$ cat config.mk
export PLATFORM = sky130hd
export DESIGN_NAME = exec_stage
export DESIGN_NICKNAME = d
export VERILOG_FILES = /design/src/rtl/exec_stage_pkg.sv /design/src/rtl/exec_stage.sv
export SDC_FILE = /design/constraint.sdc
export NUM_CORES = 1
export LEC_CHECK = 0
export ABC_AREA = 1
export BUFFER_PORTS_ARGS = -buffer_cell sky130_fd_sc_hd__buf_4
export CAP_MARGIN = 20
export CELL_PAD_IN_SITES_DETAIL_PLACEMENT = 1
export CELL_PAD_IN_SITES_GLOBAL_PLACEMENT = 1
export CORE_ASPECT_RATIO = 0.8
export CORE_MARGIN = 1
export CORE_UTILIZATION = 33
export DETAILED_ROUTE_END_ITERATION = 16
export PLACE_DENSITY_LB_ADDON = 0.1
export SETUP_SLACK_MARGIN = 0.1
export SLEW_MARGIN = 25
export SYNTH_ARGS = -nofsm -noshare
export SYNTH_HDL_FRONTEND = slang
export SYNTH_SLANG_ARGS = --single-unit
$ cat constraint.sdc
create_clock -name clk -period 2.25 [get_ports clk]
set_input_delay 0.225 -clock clk [delete_from_list [all_inputs] [get_ports clk]]
set_output_delay 0.225 -clock clk [all_outputs]
set_load 0.03 [all_outputs]
$ cat src/rtl/exec_stage_pkg.sv
// Shared definitions for the execute stage: widths, funct7 codes, FSM states
// and the latched-instruction payload.
package exec_stage_pkg;

  localparam int unsigned DATA_W = 32;
  localparam int unsigned REG_W  = 5;
  localparam int unsigned F3_W   = 3;
  localparam int unsigned F7_W   = 7;

  localparam logic [F7_W-1:0] FUNCT7_M   = 7'b0000001;
  localparam logic [F7_W-1:0] FUNCT7_SUB = 7'b0100000;
  localparam logic [F7_W-1:0] FUNCT7_SRA = 7'b0100000;

  typedef enum logic [1:0] {IDLE, EXEC, WAIT, OUT} exec_state_t;

  // Instruction fields held for the ALU while it executes
  typedef struct packed {
    logic [DATA_W-1:0] op1;
    logic [DATA_W-1:0] op2;
    logic              is_imm;
    logic [F3_W-1:0]   funct3;
    logic [F7_W-1:0]   funct7;
    logic [REG_W-1:0]  rd;
    logic              is_div;
  } exec_req_t;

  // Division/remainder ops are the only multi-cycle ALU operations
  function automatic logic is_div_op(input logic is_imm,
                                     input logic [F3_W-1:0] funct3,
                                     input logic [F7_W-1:0] funct7);
    return !is_imm && (funct7 == FUNCT7_M) && funct3[2];
  endfunction

endpackage

$ cat src/rtl/exec_stage.sv
// Execute-stage controller: accepts one decoded instruction, drives the
// external ALU (start pulse + divide wait) and returns the result.
// Optional forwarding port set enabled by defining EXEC_FWD_EN.
module exec_stage
  import exec_stage_pkg::*;
(
  input  logic              clk,
  input  logic              rst,
  input  logic              in_valid,
  output logic              in_ready,
  input  logic [DATA_W-1:0] in_rs1,
  input  logic [DATA_W-1:0] in_rs2,
  input  logic [DATA_W-1:0] in_imm,
  input  logic              in_is_imm,
  input  logic [F3_W-1:0]   in_funct3,
  input  logic [F7_W-1:0]   in_funct7,
  input  logic [REG_W-1:0]  in_rd,
  output logic [DATA_W-1:0] alu_in1,
  output logic [DATA_W-1:0] alu_in2,
  output logic              alu_is_imm,
  output logic [F3_W-1:0]   alu_funct3,
  output logic [F7_W-1:0]   alu_funct7,
  output logic              alu_ready,
  input  logic [DATA_W-1:0] alu_out,
  input  logic              alu_done,
  output logic              out_valid,
  input  logic              out_ready,
  output logic [DATA_W-1:0] out_data,
`ifdef EXEC_FWD_EN
  output logic              fwd_valid,
  output logic [REG_W-1:0]  fwd_rd,
  output logic [DATA_W-1:0] fwd_data,
`endif
  output logic [REG_W-1:0]  out_rd
);

  exec_state_t       state, state_d;
  exec_req_t         req_q, req_d;
  logic              alu_ready_d;
  logic              out_valid_d;
  logic [DATA_W-1:0] out_data_d;
  logic [REG_W-1:0]  out_rd_d;
  logic              accept;
  logic              capture;

  // Accept is combinational on out_ready so OUT can hand off and refill in one cycle
  assign in_ready = (state == IDLE) || ((state == OUT) && out_ready);

  // ALU fields come straight from the request register; it is zero outside EXEC/WAIT
  assign alu_in1    = req_q.op1;
  assign alu_in2    = req_q.op2;
  assign alu_is_imm = req_q.is_imm;
  assign alu_funct3 = req_q.funct3;
  assign alu_funct7 = req_q.funct7;

  // Next-state, request latch and result capture
  always_comb begin
    state_d     = state;
    req_d       = req_q;
    alu_ready_d = 1'b0;
    out_valid_d = out_valid;
    out_data_d  = out_data;
    out_rd_d    = out_rd;
    accept      = 1'b0;
    capture     = 1'b0;

    unique case (state)
      IDLE: accept = in_valid;
      // alu_done is ignored here: the divider flags done before it goes busy
      EXEC: begin
        if (req_q.is_div) state_d = WAIT;
        else              capture = 1'b1;
      end
      WAIT: capture = alu_done;
      OUT: begin
        if (out_ready) begin
          out_valid_d = 1'b0;
          if (in_valid) accept  = 1'b1;
          else          state_d = IDLE;
        end
      end
      default: state_d = IDLE;
    endcase

    if (capture) begin
      state_d     = OUT;
      out_valid_d = 1'b1;
      out_data_d  = alu_out;
      out_rd_d    = req_q.rd;
      req_d       = '0;
    end

    if (accept) begin
      state_d      = EXEC;
      alu_ready_d  = 1'b1;
      req_d.op1    = in_rs1;
      req_d.op2    = in_is_imm ? in_imm : in_rs2;
      req_d.is_imm = in_is_imm;
      req_d.funct3 = in_funct3;
      req_d.funct7 = in_funct7;
      req_d.rd     = in_rd;
      req_d.is_div = is_div_op(in_is_imm, in_funct3, in_funct7);
    end
  end

  // State and output registers
  always_ff @(posedge clk or negedge rst) begin
    if (!rst) begin
      state     <= IDLE;
      req_q     <= '0;
      alu_ready <= 1'b0;
      out_valid <= 1'b0;
      out_data  <= '0;
      out_rd    <= '0;
    end else begin
      state     <= state_d;
      req_q     <= req_d;
      alu_ready <= alu_ready_d;
      out_valid <= out_valid_d;
      out_data  <= out_data_d;
      out_rd    <= out_rd_d;
    end
  end

`ifdef EXEC_FWD_EN
  // Forward a pending nonzero-destination result to earlier stages
  always_ff @(posedge clk or negedge rst) begin
    if (!rst) fwd_valid <= 1'b0;
    else      fwd_valid <= (state_d == OUT) && (out_rd_d != '0);
  end

  assign fwd_rd   = out_rd;
  assign fwd_data = out_data;
`endif

endmodule

==> results of run 1 <==
[cells by family (layout without fill, tap and decap cells)]
| group | count (synthesis) | count (layout) | share of synthesized area (%) |
|---|---|---|---|
| and+or+nand+nor | 311 | 311 | 23.4 |
| buffers and inverters | 127 | 335 | 14.3 |
| DFF | 122 | 122 | 53.9 |
| AOI/OAI and AO/OA | 83 | 83 | 7.33 |
| adders and majority gates | 5 | 5 | 1.10 |
[worst register-to-register path, stage by stage (launching register included)]
cell	delay [ns]
dfrtp_1	0.41
inv_1	0.10
ha_1	0.42
nor2_4	0.07
nand2_4	0.09
buf_4	0.36
nand3_1	0.17
nand2_1	0.11
nand2_1	0.05
nand2_1	0.06
[layout make-up]
| class | count | share of cell area, % |
|---|---|---|
| clock buffers | 19 | 5.42 |
| inverters | 20 | 1.00 |
| well taps | 220 | 3.45 |
| repair buffers | 283 | 27.6 |
| clock inverters | 13 | 1.60 |
| multi-input cells | 399 | 22.6 |
| flip-flops and latches | 122 | 38.3 |
[layer usage]
layer | wire (um) | part of all wire, %
met1 | 6940 | 43
met2 | 7950 | 49
met3 | 1170 | 7.2
met4 | 197 | 1.2
met5 | 0 | 0
[power groups by stage]
stage	Combinational (W)	Clock (W)	Sequential (W)
5_1_grt	0.00699	0.00277	0.00387
2_1_floorplan	0.00430	0	0.00428
4_1_cts	0.00651	0.00268	0.00376
6_report	0.00638	0.00260	0.00375
3_5_place_dp	0.00648	0	0.00377
3_3_place_gp	0.00629	0	0.00374
[worst min path at each step]
stage / startpoint / end / slack, ns / cells after the start
2_1_floorplan: rst / alu_funct3[0] / -0.07 / 0
3_3_place_gp: rst / out_data[24] / 0.21 / 1
3_5_place_dp: rst / out_data[25] / 0.22 / 1
4_1_cts: in_rs1[1] / alu_in1[1] / 0.0008 / 3
5_1_grt: in_rs1[25] / alu_in1[25] / 0.01 / 3
6_report: in_rs1[1] / alu_in1[1] / 0.02 / 3
[state kept, by name, summed over array words and instances, names as in the netlist]
name / cells
alu_in1: 32
alu_in2: 32
out_data: 32
alu_funct7: 7
req_q: 6
out_rd: 5
alu_funct3: 3
state: 2
alu_is_imm: 1
alu_ready: 1
out_valid: 1
[through the flow]
stage	utilization, %	power [W]
finish	47.9	0.0127
CTS	47.9	0.0129
floorplan	-	0.00858
global route	47.9	0.0136
detailed placement	43.8	0.0103
global placement	43.8	0.0100
[cells in the final DEF, fill, tap and decap left out, types with 3 or more instances in the layout]
cell type / count
dfrtp_1: 122
buf_4: 267
inv_1: 18
nand2_1: 236
o21ai_1: 5
o21ai_0: 77
buf_12: 4
clkinv_2: 7
nand2_4: 3
dlygate4sd3_1: 12
or2_2: 32
ha_1: 5
clkbuf_16: 17
nand3_1: 35
[timing repair]
action / in CTS / in global routing
setup endpoints to repair: 1 / 3
gates resized for setup: 1 / 1
setup buffers: 0 / 0
hold buffers: 12 / 0
hold endpoints to repair: 42 / 0
==> results.txt, run 1 <==
R2r worst-path depth: 9
Post-DP Area: 7290 um^2
WP data required: 2.60 ns
Outcome: finished, final reports clean
Most used routing layer: met2
M3 GR Usage: 6.36%
Cell with the most instances after synthesis: nand2_1
Antenna-violating nets left: 0
Critical path type: reg -> reg
Max Fclk: 521 MHz
Gate Count Post-Synth: 648
DIE AREA: 17700 um^2
Worst Max-Slew Pin Slew: 0.791 ns
Hold Fails Final Rpt: 0
Multi-input logic area: 1810 um^2
Initial Util: 34.0%
Initial antenna violation count: 0
Crit-path max FO: 42
Crit path cell chain: inv_1 -> ha_1 -> nor2_4 -> nand2_4 -> buf_4 -> nand3_1 -> nand2_1 -> nand2_1 -> nand2_1
Syn Nets: 802
Worst Setup EP: state[0]
Critical Path Start: state[0]
Routed len/inst: 15.1 um
Synthesized area: 5670 um^2
Largest net degree at the start of global routing: 50
R2R setup slack: 0.33 ns
RR Endpoint: state[0]
CTS tree: yes
Yosys top cell area share: 53.9%
Clock Skews: 0.00818 ns
Critical path depth in cells: 9
Setup TNS: 0 ns
Clock share of power: 20.4%
HPWL Detailed: 11700 um
Top cells by count, synth: 236 x nand2_1, 122 x dfrtp_1, 77 x o21ai_0
Synth warn: 0
Vias in the first global route: 4991
Sw frac: 45.4%
Syn Area/Cell: 8.75 um^2
Area leader, netlist: dfrtp_1
Via Count: 4807
DP Worst Slack: 0.103 ns
# IOs: 264
ANT cells: 0
VDD IR max: 0.658 mV
Leakage power: 4.32 nW
Register area share after synthesis: 53.9%
Layout cells sized above 1: 39.7%
Endpoints failing setup: 0
Max-Cap Viols: 0
Min-Delay Path Class: in -> reg
CORE AREA: 16700 um^2
Worst slew margin: 47.2%
Buffers on Ports: 263
Switching power: 0.00578 W
DRT Pass-1 Iters: 4
Site Rows: 42
Critical Path Max Stage Delay: 0.42 ns
H-tree Lvls: 4
Final period util: 85.3%
Bufs on Longest Clock Path: 2
Fin crit period: 1.92 ns
Global route overflow: 0
Asr flop ratio synth: 100%
Worst-Skew Late Latency: 0.41 ns
Crit path setup slack, layout: 0.331 ns
Comb pwr share: 50.2%
CP Buf/Inv Count: 2
Count of cell types in the netlist: 20
Design area: 7980 um^2
Worst setup SP type: register
Power Density: 1600 nW/um^2
Critical path's slowest cell: ha_1
Initial DRC Count: 209
Area growth, synth to finish: 40.8%
Seq pwr share: 29.4%
Register area: 3050 um^2
R2R Path Start: state[0]
Cell Int Power: 0.00695 W
CTS root buf: clkbuf_16
Most used cell, CP: nand2_1
Number of flops mapped to enable cells by yosys: 0
Total CTS buffers: 17
Non-Filler Instances: 1076
Met1 Usage GRT: 23.9%
Nets@finish: 997
Prevailing post-synth register cell: dfrtp_1
Unrepaired setup endpoints after global routing: false
DRC: 0
DIE HEIGHT: 119 um
Global-route wire length before repair: 26100 um
Vias/cell: 4.47
Final WL: 16300 um
Dpl cells: 1032
CP arrival: 2.27 ns
Die span in x: 149 um
Grt met2 use: 31.0%
Worst-path clk slew: 0.05 ns
Fillers: 1977
Global placement routability congestion: 0.777
CP endpoint kind: register
Synth top area cells: dfrtp_1 54%, nand2_1 16%, buf_4 9.8%
#FFs+latches synth: 122
Crit path max-delay family: simple AND/OR/NAND/NOR gates
GRT Util Overall: 19.2%
Sink Count: 122
Max Slew Vio Count: 0
Worst Hold Margin: 0.0233 ns
(Power assumes the default switching activity.)
==> run 2: changes to the inputs <==
--- a/config.mk
+++ b/config.mk
@@ -14,7 +14,7 @@
 export CORE_MARGIN = 1
 export CORE_UTILIZATION = 33
 export DETAILED_ROUTE_END_ITERATION = 16
-export PLACE_DENSITY_LB_ADDON = 0.1
+export PLACE_DENSITY = 0.78
 export SETUP_SLACK_MARGIN = 0.1
 export SLEW_MARGIN = 25
 export SYNTH_ARGS = -nofsm -noshare
==> results.txt, run 2 (synthesis gave the netlist of run 1 again) <==
Outcome: finished, final reports clean
CP endpoint kind: register
CTS root buf: clkbuf_16
DIE AREA: 17700 um^2 (unchanged)
Initial antenna violation count: 0 (unchanged)
Critical path type: reg -> reg
H-tree Lvls: 4 (unchanged)
Crit-path max FO: 40 (-4.8%)
Nets@finish: 996 (-0.10%)
Routed len/inst: 15.5 um (+2.6%)
Clock Skews: 0.00836 ns (+0.000174 ns)
Leakage power: 4.32 nW (about the same)
Min-Delay Path Class: in -> reg
DRC: 0 (unchanged)
Via Count: 4854 (+0.98%)
Setup TNS: 0 ns (unchanged)
Worst Max-Slew Pin Slew: 0.438 ns (-0.352 ns)
GRT Util Overall: 19.5% (+0.30 points)
Die span in x: 149 um (unchanged)
Fin crit period: 1.87 ns (-0.0534 ns)
Worst setup SP type: register
Non-Filler Instances: 1075 (-0.093%)
RR Endpoint: state[1]
Initial DRC Count: 178 (-15%)
R2R Path Start: state[0]
Largest net degree at the start of global routing: 48 (-4.0%)
DRT Pass-1 Iters: 4 (unchanged)
Total CTS buffers: 17 (unchanged)
Dpl cells: 1037 (+0.48%)
Area growth, synth to finish: 40.7% (about the same)
Commonest non-fill, non-tap cell in the layout: buf_4
Hold Fails Final Rpt: 0 (unchanged)
Bufs on Longest Clock Path: 2 (unchanged)
# IOs: 264 (unchanged)
R2R setup slack: 0.38 ns (+0.05 ns)
Core Util, Final: 47.9% (about the same)
HPWL Detailed: 12200 um (+4.4%)
DIE HEIGHT: 119 um (unchanged)
WP data required: 2.59 ns (about the same)
Vias in the first global route: 5110 (+2.4%)
Min-Delay Path Depth: 3 (unchanged)
Initial Util: 34.0% (unchanged)
Final period util: 82.9% (-2.4 points)
Antenna-violating nets left: 0 (unchanged)
Max Fclk: 536 MHz (+2.9%)
Vias/cell: 4.52 (+1.1%)
Power Density: 1620 nW/um^2 (+1.8%)
Fillers: 1978 (+0.051%)
Global route overflow: 0 (unchanged)
Worst-Skew Late Latency: 0.41 ns (about the same)
Unrepaired setup endpoints after global routing: false
Most used routing layer: met2
Worst slew margin: 70.8% (+24 points)
Sink of the worst hold path: alu_in1[23]
CTS tree: yes
Worst-path clk slew: 0.06 ns (about the same)
Worst Hold Margin: 0.0174 ns (-0.00595 ns)
Global placement routability congestion: 0.766 (-1.5%)
Endpoints failing setup: 0 (unchanged)
ANT cells: 0 (unchanged)
Startpoint of the worst hold path: in_rs1[23]
Layout cells sized above 1: 40.4% (+0.63 points)
Design area: 7980 um^2 (about the same)
Buffers on Ports: 263 (unchanged)
Global-route wire length before repair: 26700 um (+2.1%)
Max Slew Vio Count: 0 (unchanged)
Grt met2 use: 31.6% (+0.55 points)
Most frequent cells in the layout: 271 x buf_4, 236 x nand2_1, 122 x dfrtp_1, 77 x o21ai_0, 35 x nand3_1
Sink Count: 122 (unchanged)
Site Rows: 42 (unchanged)
CP arrival: 2.21 ns (-0.06 ns)
Post-DP Area: 7340 um^2 (+0.57%)
R2r worst-path depth: 8 (-1)
Final WL: 16700 um (+2.5%)
Post-CTS Resized: 0 (-1)
M3 GR Usage: 6.28% (-0.077 points)
CORE AREA: 16700 um^2 (unchanged)
VDD IR max: 0.760 mV (+15%)
Met1 Usage GRT: 24.3% (+0.35 points)
Max-Cap Viols: 0 (unchanged)
-- run 2: cell types whose count changed in the layout (fill, tap and decap cells not counted), moves of 2 or more --
| cell | change |
|---|---|
| buf_4 | +4 |
| dlygate4sd3_1 | -6 |
| clkbuf_8 | +2 |
| clkinv_2 | -3 |
-- run 2: routing by layer --
metal / up-vias / wire length [um]
met5: - / 0
met4: 0 / 244
met3: 18 / 1400
met2: 180 / 7800
li1: 2353 / -
met1: 2303 / 7220
-- run 2: layout make-up --
type	instances	area [um^2]	share of cell area, %
flip-flops and latches	122	3050	38.3
repair buffers	282	2190	27.4
multi-input cells	399	1810	22.7
clock buffers	21	460	5.77
well taps	220	275	3.45
clock inverters	11	120	1.51
inverters	20	75.1	0.941
-- run 2: power by group --
| part | switching [W] | internal, W | total [W] |
|---|---|---|---|
| sequential | 0.000563 | 0.00319 | 0.00375 |
| combinational | 0.00428 | 0.00227 | 0.00655 |
| clock | 0.000971 | 0.00168 | 0.00265 |
| total | 0.00581 | 0.00714 | 0.0130 |
-- run 2: worst max path at each step --
stage              from     endpoint  slack (ns)  cells after the start
2_1_floorplan  state[0]  alu_in2[28]        0.53                     11
3_3_place_gp   state[0]     state[1]        0.44                      8
3_5_place_dp   state[0]     state[1]        0.37                      8
4_1_cts        state[0]     state[1]        0.36                      8
5_1_grt        state[0]     state[0]        0.19                      8
6_report       state[0]     state[1]        0.38                      8
-- run 2: repair_timing --
| item | CTS | global route |
|---|---|---|
| setup buffers | 0 | 0 |
| endpoints found under the hold margin | 49 | 0 |
| hold buffers | 6 | 0 |
-- run 2: per-stage QoR --
stage,power [W],setup WS (ns)
5_1_grt,0.0138,0.187
3_3_place_gp,0.0102,0.444
4_1_cts,0.0132,0.359
6_report,0.0130,0.384
3_5_place_dp,0.0104,0.370
2_1_floorplan,0.00858,0.533
-- run 2: critical path, cell delays in order (launching register included) --
cell and delay, ns:
dfrtp_1 0.41, inv_1 0.09, ha_1 0.39, nand2_4 0.14
buf_4 0.38, nand3_1 0.15, nand2_1 0.12, nand2_1 0.06
nand2_1 0.06
==> run 3: changes to the inputs <==
--- a/config.mk
+++ b/config.mk
@@ -5,16 +5,16 @@
 export SDC_FILE = /design/constraint.sdc
 export NUM_CORES = 1
 export LEC_CHECK = 0
-export ABC_AREA = 1
+export ABC_AREA = 0
 export BUFFER_PORTS_ARGS = -buffer_cell sky130_fd_sc_hd__buf_4
 export CAP_MARGIN = 20
 export CELL_PAD_IN_SITES_DETAIL_PLACEMENT = 1
 export CELL_PAD_IN_SITES_GLOBAL_PLACEMENT = 1
 export CORE_ASPECT_RATIO = 0.8
 export CORE_MARGIN = 1
-export CORE_UTILIZATION = 33
+export CORE_UTILIZATION = 32
 export DETAILED_ROUTE_END_ITERATION = 16
-export PLACE_DENSITY = 0.78
+export PLACE_DENSITY = 0.76
 export SETUP_SLACK_MARGIN = 0.1
 export SLEW_MARGIN = 25
 export SYNTH_ARGS = -nofsm -noshare
==> constraint.sdc (replaced) <==
create_clock -name clk -period 1.6 [get_ports clk]
set_input_delay 0.16 -clock clk [delete_from_list [all_inputs] [get_ports clk]]
set_output_delay 0.16 -clock clk [all_outputs]
set_load 0.03 [all_outputs]
==> results.txt, run 3 <==
Outcome: finished with violations
Failing checks: negative setup slack
Synth top area cells: dfrtp_1 56%, buf_4 10%, a22o_1 7.9%
DIE AREA: 17500 um^2 (-1.4%)
Gate Count Post-Synth: 402 (-38%)
Met2 wire len: 8910 um (+14%)
H-tree Lvls: 4 (unchanged)
Max Slew Vio Count: 0 (unchanged)
DRT Pass-1 Iters: 4 (unchanged)
Unrepaired setup endpoints after global routing: true
Number of flops mapped to enable cells by yosys: 0 (unchanged)
Critical Path Max Stage Delay: 0.41 ns (about the same)
Top layer used by detailed routing: met4
Fillers: 1703 (-14%)
Commonest non-fill, non-tap cell in the layout: buf_4
M1 wire length: 6200 um (-14%)
Combinational family with the most area after synthesis: compound AO/OA/AOI/OAI gates
Final WL: 16900 um (+1.1%)
Top cells by count, synth: 122 x dfrtp_1, 74 x buf_4, 49 x a22o_1
Via Count: 4262 (-12%)
Syn Nets: 556 (-31%)
#FFs+latches synth: 122 (unchanged)
Vias in the first global route: 4994 (-2.3%)
Max-Cap Viols: 0 (unchanged)
Worst slew margin: 62.4% (-8.3 points)
Crit path max-delay family: simple AND/OR/NAND/NOR gates
Multiplexer share of the synthesized area: 13.6% (+14 points)
Vias/cell: 4.66 (+3.3%)
CTS tree: yes
# IOs: 264 (unchanged)
Worst setup SP type: register
Crit path cell chain: inv_2 -> ha_4 -> or3b_4 -> and2_4 -> buf_12 -> a22o_1
Sink Count: 122 (unchanged)
Synth warn: 0 (unchanged)
Largest net degree at the start of global routing: 51 (+6.3%)
Most frequent cells in the layout: 271 x buf_4, 121 x dfrtp_1, 80 x dlygate4sd3_1, 49 x a22o_1, 36 x mux2_2
Prevailing post-synth register cell: dfrtp_1
Final period util: 115% (+32 points)
Worst-Skew Late Latency: 0.41 ns (about the same)
DIE HEIGHT: 118 um (-0.72%)
Initial Util: 32.7% (-1.3 points)
Critical path's slowest cell: dfrtp_1
Area growth, synth to finish: 60.9%
CP Buf/Inv Count: 2 (unchanged)
Synth Area in Adders: 1.16% (+0.051 points)
Synthesized area: 5420 um^2 (-4.4%)
Global-route wire length before repair: 27000 um (+0.98%)
Routed len/inst: 18.4 um (+19%)
Worst Max-Slew Pin Slew: 0.563 ns (+0.125 ns)
Asr flop ratio synth: 100% (unchanged)
Fin crit period: 1.84 ns (-0.0229 ns)
Min-Delay Path Class: in -> reg
Critical path type: reg -> reg
Area leader, netlist: dfrtp_1
Count of cell types in the netlist: 30 (+50%)
Crit-path max FO: 29 (-28%)
Synth Area in XOR/XNOR: 0% (unchanged)
Initial antenna violation count: 0 (unchanged)
Power Density: 2320 nW/um^2 (+43%)
Layout cells sized above 1: 53.2% (+13 points)
Global placement routability congestion: 0.761 (-0.59%)
Global route overflow: 0 (unchanged)
Initial DRC Count: 133 (-25%)
ANT cells: 0 (unchanged)
CP endpoint kind: register
HPWL Detailed: 10800 um (-11%)
GRT Util Overall: 20.1% (+0.67 points)
Met3 WL: 1280 um (-8.7%)
Worst-path clk slew: 0.06 ns (about the same)
Leakage power: 4.33 nW (+0.14%)
Buffers on Ports: 263 (unchanged)
CTS root buf: clkbuf_16
Clock Skews: 0.00761 ns (-0.000742 ns)
Yosys top cell area share: 56.4% (+2.5 points)
Antenna-violating nets left: 0 (unchanged)
CP arrival: 2.13 ns (-0.08 ns)
DRC: 0 (unchanged)
Hold Fails Final Rpt: 0 (unchanged)
Die span in x: 147 um (-0.72%)
WP data required: 1.89 ns (-0.70 ns)
Site Rows: 42 (unchanged)
Crit path setup slack, layout: -0.243 ns (-0.627 ns)
Endpoints failing setup: 122 (+122)
Register area share after synthesis: 56.4% (+2.5 points)
Worst Hold Margin: 0.0418 ns (+0.0244 ns)
Area fraction in compound gates after synthesis: 14.2% (+6.9 points)
Cell with the most instances after synthesis: dfrtp_1
Post-DP Area: 7170 um^2 (-2.3%)
Bufs on Longest Clock Path: 2 (unchanged)
Syn Area/Cell: 13.5 um^2 (+54%)
Design area: 8720 um^2 (+9.3%)
Nets@finish: 835 (-16%)
CORE AREA: 16600 um^2 (-0.63%)
Max Fclk: 543 MHz (+1.2%)
Total CTS buffers: 17 (unchanged)
VDD IR max: 1.21 mV (+60%)
Simple-gate portion of the synthesized area: 1.36% (-22 points)
run 3: changes by cell type after synthesis, moves of 5 or more:
cell and delta:
a22o_1 +49, clkbuf_1 -12, o2bb2ai_1 +32, inv_1 -15
nand3_1 -35, buf_2 +5, nand2_1 -232, or2_2 -32
mux2i_1 +32, mux2_2 +37, o21ai_0 -76
run 3: power by group:
group	total [W]	internal (W)	switching (W)
sequential	0.00568	0.00467	0.00101
clock	0.00391	0.00253	0.00138
combinational	0.0107	0.00466	0.00599
run 3: area by class of cell:
| cell class | instances | area, um^2 | share of cell area (%) |
|---|---|---|---|
| Clock buffer | 21 | 460 | 5.28 |
| Clock inverter | 11 | 144 | 1.65 |
| Timing Repair Buffer | 360 | 2990 | 34.3 |
| Multi-Input combinational cell | 176 | 1770 | 20.4 |
| Sequential cell | 122 | 3050 | 35.0 |
| Tap cell | 220 | 275 | 3.16 |
| Inverter | 4 | 15.0 | 0.172 |
run 3: through the flow:
stage	setup slack (ns)	utilization, %	power (W)	instances	TNS, ns
2_1_floorplan	-0.272	-	0.0132	402	-22.83
3_3_place_gp	-0.179	43.3	0.0152	798	-18.04
3_5_place_dp	-0.260	43.3	0.0157	798	-26.23
4_1_cts	-0.252	52.4	0.0202	912	-24.85
5_1_grt	-0.291	52.7	0.0213	914	-29.24
6_report	-0.243	52.7	0.0202	914	-22.72
run 3: final timing paths:
kind,slack (ns),startpoint,endpoint,cells after the start
min,0.04,in_rs2[15],alu_in2[15],3
min in group asynchronous,0.22,rst,out_data[10],2
max in group asynchronous,0.76,rst,state[0],3
max,-0.24,state[1],alu_funct3[1],6
min reg2reg,0.49,alu_in2[5],alu_in2[5],1
max reg2reg,-0.24,state[1],alu_funct3[1],6
run 3: timing repair:
item	in CTS	in global routing
hold buffers	80	0
pin swaps	4	1
resized for setup	17	7
gates cloned	1	0
hold endpoints to repair	105	0
endpoints found under the setup margin	123	123
buffers inserted	1	2
run 3: cells by family after synthesis:
group	count (synthesis)
simple gates	12
flops	122
compound gates	90
buf+inv	104
mux	69
fa+ha+maj	5
run 3: worst register-to-register path, delay by kind of cell, from the launching register on:
family                     cells  cell delay (ns)
and+or+nand+nor                2             0.60
DFF                            1             0.41
buffers and inverters          2             0.29
AOI/OAI and AO/OA              1             0.22
adders and majority gates      1             0.21
run 3: layer usage:
layer	vias to the layer above	global-route usage, %
met3	38	7.22
li1	1945	-
met1	2102	20.8
met4	0	8.51
met2	177	36.6
met5	-	0
